File: src/rtl/uart_tx_serializer.sv
// uart_tx_serializer: drains a TX FIFO one byte at a time and drives an
// asynchronous serial line with 8N1 / 8E1 / 8O1 / 8N2 framing, LSB first.
// The bit period is a fixed integer number of clocks.
//
// FIFO read handshake: the FIFO presents a plain pop port with no valid
// signal. fifo_rd is a one-cycle pop strobe, asserted only while
// fifo_empty was low in IDLE. The popped byte appears on fifo_data in the
// cycle after fifo_rd, and LATCH captures it there. fifo_empty is looked
// at only in IDLE, so the FIFO emptying mid-frame never disturbs a frame.
module uart_tx_serializer #(
   parameter int CLKS_PER_BIT = 16,
   parameter int PARITY_EN    = 0,
   parameter int PARITY_ODD   = 0,
   parameter int STOP_BITS    = 1
) (
   input  logic       clk,
   input  logic       rst,
   input  logic       fifo_empty,
   input  logic [7:0] fifo_data,
   output logic       fifo_rd,
   output logic       tx,
   output logic       busy,
   output logic       done,
   output logic [2:0] o_dbg_state
);

   localparam int CW = (CLKS_PER_BIT > 2) ? $clog2(CLKS_PER_BIT) : 1;
   localparam logic [CW-1:0] BAUD_LAST = CW'(CLKS_PER_BIT - 1);
   localparam logic [2:0]    STOP_LAST = 3'(STOP_BITS - 1);

   typedef enum logic [2:0] {
      S_IDLE   = 3'd0,
      S_READ   = 3'd1,
      S_LATCH  = 3'd2,
      S_START  = 3'd3,
      S_DATA   = 3'd4,
      S_PARITY = 3'd5,
      S_STOP   = 3'd6
   } state_t;

   state_t          r_state;
   state_t          w_next_state;
   logic [CW-1:0]   r_baud_cnt;
   logic [CW-1:0]   w_baud_next;
   logic [2:0]      r_bit_cnt;
   logic [7:0]      r_shift_reg;
   logic            r_parity;
   logic            w_bit_end;
   logic            w_stop_last;

   // Last clock of the current serial bit, and last stop bit of the frame.
   assign w_bit_end   = (r_baud_cnt == BAUD_LAST);
   assign w_stop_last = (r_bit_cnt == STOP_LAST);
   assign w_baud_next = w_bit_end ? '0 : r_baud_cnt + 1'b1;

   assign o_dbg_state = r_state;

   // State register; reset overrides everything else.
   always_ff @(posedge clk) begin
      if (!rst) begin
         r_state <= S_IDLE;
      end else begin
         r_state <= w_next_state;
      end
   end

   // Next-state decode; every serial state leaves only on a bit boundary.
   always_comb begin
      w_next_state = r_state;
      case (r_state)
         S_IDLE: begin
            if (!fifo_empty) begin
               w_next_state = S_READ;
            end
         end
         S_READ:  w_next_state = S_LATCH;
         S_LATCH: w_next_state = S_START;
         S_START: begin
            if (w_bit_end) begin
               w_next_state = S_DATA;
            end
         end
         S_DATA: begin
            if (w_bit_end && (r_bit_cnt == 3'd7)) begin
               w_next_state = (PARITY_EN != 0) ? S_PARITY : S_STOP;
            end
         end
         S_PARITY: begin
            if (w_bit_end) begin
               w_next_state = S_STOP;
            end
         end
         S_STOP: begin
            if (w_bit_end && w_stop_last) begin
               w_next_state = S_IDLE;
            end
         end
         default: w_next_state = S_IDLE;
      endcase
   end

   // Outputs decoded purely from registered state so they cannot glitch.
   always_comb begin
      fifo_rd = 1'b0;
      tx      = 1'b1;
      busy    = (r_state != S_IDLE);
      done    = 1'b0;
      case (r_state)
         S_READ:   fifo_rd = 1'b1;
         S_START:  tx      = 1'b0;
         S_DATA:   tx      = r_shift_reg[0];
         S_PARITY: tx      = r_parity;
         S_STOP:   done    = w_bit_end && w_stop_last;
         default: begin
            tx = 1'b1;
         end
      endcase
   end

   // Datapath: byte capture, parity, baud and bit counters, shifter.
   always_ff @(posedge clk) begin
      if (!rst) begin
         r_baud_cnt  <= '0;
         r_bit_cnt   <= '0;
         r_shift_reg <= '0;
         r_parity    <= 1'b0;
      end else begin
         case (r_state)
            S_LATCH: begin
               r_shift_reg <= fifo_data;
               r_parity    <= (^fifo_data) ^ (PARITY_ODD != 0);
               r_baud_cnt  <= '0;
               r_bit_cnt   <= '0;
            end
            S_START, S_PARITY: begin
               r_baud_cnt <= w_baud_next;
            end
            S_DATA: begin
               r_baud_cnt <= w_baud_next;
               if (w_bit_end) begin
                  // 3-bit counter wraps 7 -> 0, leaving it ready to count stop bits.
                  r_shift_reg <= {1'b0, r_shift_reg[7:1]};
                  r_bit_cnt   <= r_bit_cnt + 3'd1;
               end
            end
            S_STOP: begin
               r_baud_cnt <= w_baud_next;
               if (w_bit_end) begin
                  r_bit_cnt <= w_stop_last ? 3'd0 : r_bit_cnt + 3'd1;
               end
            end
            default: begin
               r_baud_cnt <= '0;
               r_bit_cnt  <= '0;
            end
         endcase
      end
   end

endmodule

File: config.mk
export PLATFORM = sky130hd
export DESIGN_NAME = uart_tx_serializer
export DESIGN_NICKNAME = d
export VERILOG_FILES = /design/src/rtl/uart_tx_serializer.sv
export SDC_FILE = /design/constraint.sdc
export NUM_CORES = 1
export LEC_CHECK = 0
export BUFFER_PORTS_ARGS = -buffer_cell sky130_fd_sc_hd__buf_2
export CORE_MARGIN = 10
export CORE_UTILIZATION = 59
export CTS_BUF_LIST = sky130_fd_sc_hd__clkbuf_16
export DETAILED_ROUTE_END_ITERATION = 7
export GPL_ROUTABILITY_DRIVEN = 0
export HOLD_SLACK_MARGIN = 0.12
export PLACE_DENSITY = 0.83
export SLEW_MARGIN = 20
export SYNTH_ARGS = -nofsm -noshare
export SYNTH_HDL_FRONTEND = slang
export SYNTH_SLANG_ARGS = --single-unit
File: constraint.sdc
create_clock -name clk -period 2.63 [get_ports clk]
set_input_delay 0.526 -clock clk [delete_from_list [all_inputs] [get_ports clk]]
set_output_delay 0.526 -clock clk [all_outputs]
set_load 0.01 [all_outputs]
Yosys cells after proc, flatten, opt, wreduce, memory -nomap -nowiden
Index checks and enable logic that the tools add are counted.

cells by class
  add/sub/neg operators = 2
  equal/unequal tests = 15
  multiplexer cells = 15
  bitwise gates (word level) = 3
  reduce and logical (&&, ||, !) cells = 13

operators with widths
  kind                                                              count
  3-bit two-way mux                                                 8
  3-bit one-hot mux with 7 select lines                             1
  8-bit one-hot mux with 2 select lines                             1
  2-bit != test (second input constant)                             7
  3-bit == test (second input constant)                             4
  3-bit one-hot mux with 3 select lines                             1
  8-bit two-way mux                                                 1
  8-bit parity                                                      1
  3-bit by 2-bit == test with 1-bit output (second input constant)  2
  3-bit zero test                                                   2
  5-bit AND reduction                                               1
  4-bit by 1-bit adder with 4-bit output (second input constant)    1
  4-bit == test (second input constant)                             1
  4-bit OR reduction                                                1
  3-bit by 1-bit adder with 3-bit output (second input constant)    1
  3-bit by 1-bit == test with 1-bit output (second input constant)  1
  1-bit inverter                                                    3
  1-bit one-hot mux with 3 select lines                             1
  3-bit AND reduction                                               1
  3-bit nonzero test                                                1
  3-bit OR reduction                                                1
  1-bit logical AND                                                 2
  1-bit two-way mux                                                 2
  2-bit AND reduction                                               1
  2 further kinds                                                   2

storage, ports and cells
  register bits = 19
  input bits = 11
  output and inout port bits = 7
  logic and storage cells = 53

Depth between registers and ports, before layout
  word-level depth = 4
  mapped depth = 6
  depth with buffers taken out = 6

Least setup slack after synthesis
No wires, ideal clock.

  path kind = register -> output
  start point = register r_baud_cnt[0]
  end point = output done
  arrival = 1.282 ns
  data required time = 2.104 ns
  slack = 0.822 ns
  cell stages (with the launch flop) = 5
  buffers on the path = 0
  path through = dfxtp_1 ha_1 and3_1 nand2_1 nor4b_1

between the ends
  longest elaborated chain between the ends = 3

RTL lines
  item                      RTL line  source
  start: declaration        43        logic [CW-1:0] r_baud_cnt;
  start signal: assignment  136       r_baud_cnt <= w_baud_next;
  start signal: assignment  139       r_baud_cnt <= w_baud_next;
  start signal: assignment  147       r_baud_cnt <= w_baud_next;
  4-bit == test             52        assign w_bit_end = (r_baud_cnt == BAUD_LAST);
  1-bit logical AND         113       S_STOP: done = w_bit_end && w_stop_last;
  1-bit two-way mux         108       case (r_state)
  end: declaration          23        output logic done,

Every way passes these cells.

Final worst setup path
Ends and elaborated chain as after synthesis.

==> key figures <==
Outcome
  • Status: complete, no violations

Synth
  • Synth Flop Type: dfxtp_1
  • Number of flops mapped to enable cells by yosys: 0
  • Most frequent cell after synthesis: dfxtp_1
  • Synth unique cells: 36
  • Cell Area, Synth: ~1100 um^2
  • Multiplexer share of the synthesized area: 0.110
  • Mapped Cells: 125
  • Yosys top cell by area: dfxtp_1
  • Seq cells post-synth: 19
  • Synth async-reset ratio: 0
  • Synthesis Warnings: 0
  • Post-synthesis adder-cell area fraction: 0.0439
  • Combinational family with the most area after synthesis: compound AO/OA/AOI/OAI gates
  • Sequential element share of the synthesized area: 0.334
  • Post-synth top cells: dfxtp_1 (19), nand2_1 (10), o21ai_0 (8), xnor2_1 (8)
  • Avg Cell Area, Syn: 9.12 um^2
  • Synth area leaders: dfxtp_1 (33%), mux2_4 (9.2%), o311a_1 (6.1%)
  • Area share of the largest cell type after synthesis: 0.334
  • Synth Area in XOR/XNOR: 0.0692
  • Post-synthesis simple-gate area fraction: 0.154
  • Complex-gate fraction of the synthesized area: 0.231
  • Net Count, Synth: 140

Route
  • Initial DRC count: 41
  • Vias/cell: 5.84
  • Avg WL per Cell: 15.4 um
  • Post-route DRC violation count: 0
  • Routed Antenna Nets: 0
  • Routed WL: 2.51 mm
  • First-pass detailed-route iteration total: 4
  • Vias: approximately 950

Floorplan
  • Die Y: 64.0 um
  • Die area: ~4100 um^2
  • Core ar.: 1780 um^2
  • Core Rows: 15
  • Effective utilization at floorplan: 0.639
  • IO Pins: 18
  • Die X: approximately 64 um

Job
  • Max-cap violations: 0

GRT
  • Remaining global-route overflow: 0
  • Largest net degree at the start of global routing: 19
  • Vias in the first global route: 952
  • First-pass GRT wire length: ~4.4 mm
  • Total GRT Usage: 0.129
  • Initial antenna violation count: 0

Setup path
  • Slowest CP cell: dfxtp_1
  • CP Max Fanout: 5
  • Setup CP Type: reg2out
  • Critical Path RT: about 2.1 ns
  • Startpoint Class: flip-flop
  • CP delay by family, top: simple AND/OR/NAND/NOR gates
  • CP peak stage delay: 0.34 ns
  • CP endpoint kind: output port
  • CP Cell Sequence: ha_1, and3_1, nand2_1, nor4b_1, buf_2
  • CP bufs+invs: 1
  • Crit path DAT: 1.59 ns

Layout
  • Max reg flops: 8
  • Layout Utilization: 0.726
  • Share of layout cells above drive strength 1: 0.232
  • Fin area: 1290 um^2
  • Layout Nets: 154
  • Inserted Diodes: 0
  • Area growth, synth to finish: 13.6%
  • Non-Filler Instances: 163

Power
  • Pwr Total: roughly 0.84 mW
  • Maximum vdd drop: 0.457 mV
  • Int Pwr: 0.607 mW
  • Static Leak: 0.529 nW
  • Power Density: 652 nW/um^2
  • Clk network pwr share: 0.370
  • Combinational group share of total power: 0.218
  • NetSw: 0.238 mW
  • Part of the power in registers: 0.411
  • Sw frac: 0.282

Timing
  • Total negative slack: 0 ns
  • Hold_ws: 0.446 ns
  • RSZ-0062 raised after global routing: false
  • Worst-Margin Slew: 0.708 ns
  • Setup violators final: 0
  • Final period utilization: 0.805
  • Slew Viols, Final: 0
  • Fmax achieved: 0.473 GHz
  • Rel. slew slack: 0.528
  • Max Clock Skew: 0.00409 ns
  • Final worst slack: approximately 0.51 ns
  • Hold Fails Final Rpt: 0
  • Final min period: approximately 2.1 ns

Placed design
  • Final HPWL DP: 1.69 mm
  • IO buf count: 17
  • Placed instance area: roughly 1200 um^2
  • Placed instance count: 159
  • Worst slack at placement: 0.799 ns

Clocking
  • Clk root buf: clkbuf_16
  • Clock Path Buffers: 2
  • H-tree Lvls: 1
  • CTS buffer count: 3
  • CTS Hold Bufs: 0
  • Later-pin clock latency in the skew report: 0.25 ns
  • CTS clk-pin slew, worst paths: 0.05 ns
  • CTS tree: built
  • Post-CTS Resized: 0
  • Post-CTS setup buffers: 0
  • Clock sinks: 19

Hold path
  • HP Class: reg2reg
## metal layers
layer	share of wire	GRT usage	wire [um]
met1	0.47	0.157	1180
met2	0.43	0.195	1090
met3	0.078	0.0505	196
met4	0.015	0.0601	37
met5	0	0	0
## cell families (layout without fill, tap and decap cells)
logic type      count (synthesis)  count (layout)
xor+xnor                        9               9
mux                             9               9
compound gates                 37              37
buf+inv                        14              27
simple gates                   33              33
fa+ha+maj                       4               4
flops                          19              19
## cells in the final DEF (no fill, tap or decap)
| cell type | netlist | layout |
|---|---|---|
| a21boi_0 | 2 | 2 |
| a21boi_1 | 1 | 1 |
| a21o_1 | 1 | 1 |
| a21oi_1 | 6 | 6 |
| a21oi_2 | 1 | 1 |
| a222oi_1 | 1 | 1 |
| and3_1 | 2 | 2 |
| and3_4 | 1 | 1 |
| and3b_1 | 1 | 1 |
| buf_2 | 3 | 17 |
| buf_4 | 1 | 1 |
| clkbuf_16 | 0 | 3 |
| clkinv_2 | 0 | 1 |
| dfxtp_1 | 19 | 19 |
| ha_1 | 4 | 4 |
| inv_1 | 4 | 4 |
| inv_2 | 1 | 1 |
| mux2_4 | 7 | 7 |
| mux2i_1 | 2 | 2 |
| nand2_1 | 10 | 10 |
| nand2b_1 | 1 | 1 |
| nand3_1 | 4 | 4 |
| nand3b_1 | 1 | 1 |
| nand4b_1 | 1 | 1 |
| nor2_1 | 5 | 5 |
| nor2b_1 | 3 | 3 |
| nor3_1 | 2 | 2 |
| nor4b_1 | 1 | 1 |
| o21a_1 | 2 | 2 |
| o21ai_0 | 8 | 8 |
| o21bai_1 | 7 | 7 |
| o22ai_1 | 1 | 1 |
| o311a_1 | 7 | 7 |
| or3_1 | 1 | 1 |
| xnor2_1 | 8 | 8 |
| xor2_1 | 1 | 1 |
## path summary, 6_finish.rpt
check / from / endpoint / slack, ns / cells after the start
max: r_baud_cnt[0] / done / 0.51 / 5
min: r_baud_cnt[0] / r_baud_cnt[0] / 0.45 / 1
max reg2reg: r_baud_cnt[0] / r_shift_reg[7] / 0.76 / 5
min reg2reg: r_baud_cnt[0] / r_baud_cnt[0] / 0.45 / 1
## power by group through the flow
stage	clock network (mW)	logic [mW]	registers (mW)
after floorplan	0	0.149	0.335
after global placement	0	0.172	0.350
after detailed placement	0	0.180	0.352
after CTS	0.318	0.183	0.346
after global routing	0.325	0.204	0.353
final	0.313	0.185	0.347
## area by class of cell
cell class | instances | area, um^2
Timing Repair Buffer | 18 | 92.6
Fill cell | 123 | 488
Tap cell | 25 | 31.3
Clock buffer | 3 | 75.1
Multi-Input combinational cell | 92 | 692
Clock inverter | 1 | 5.00
Sequential cell | 19 | 380
Inverter | 5 | 18.8
(Power assumes the default switching activity.)
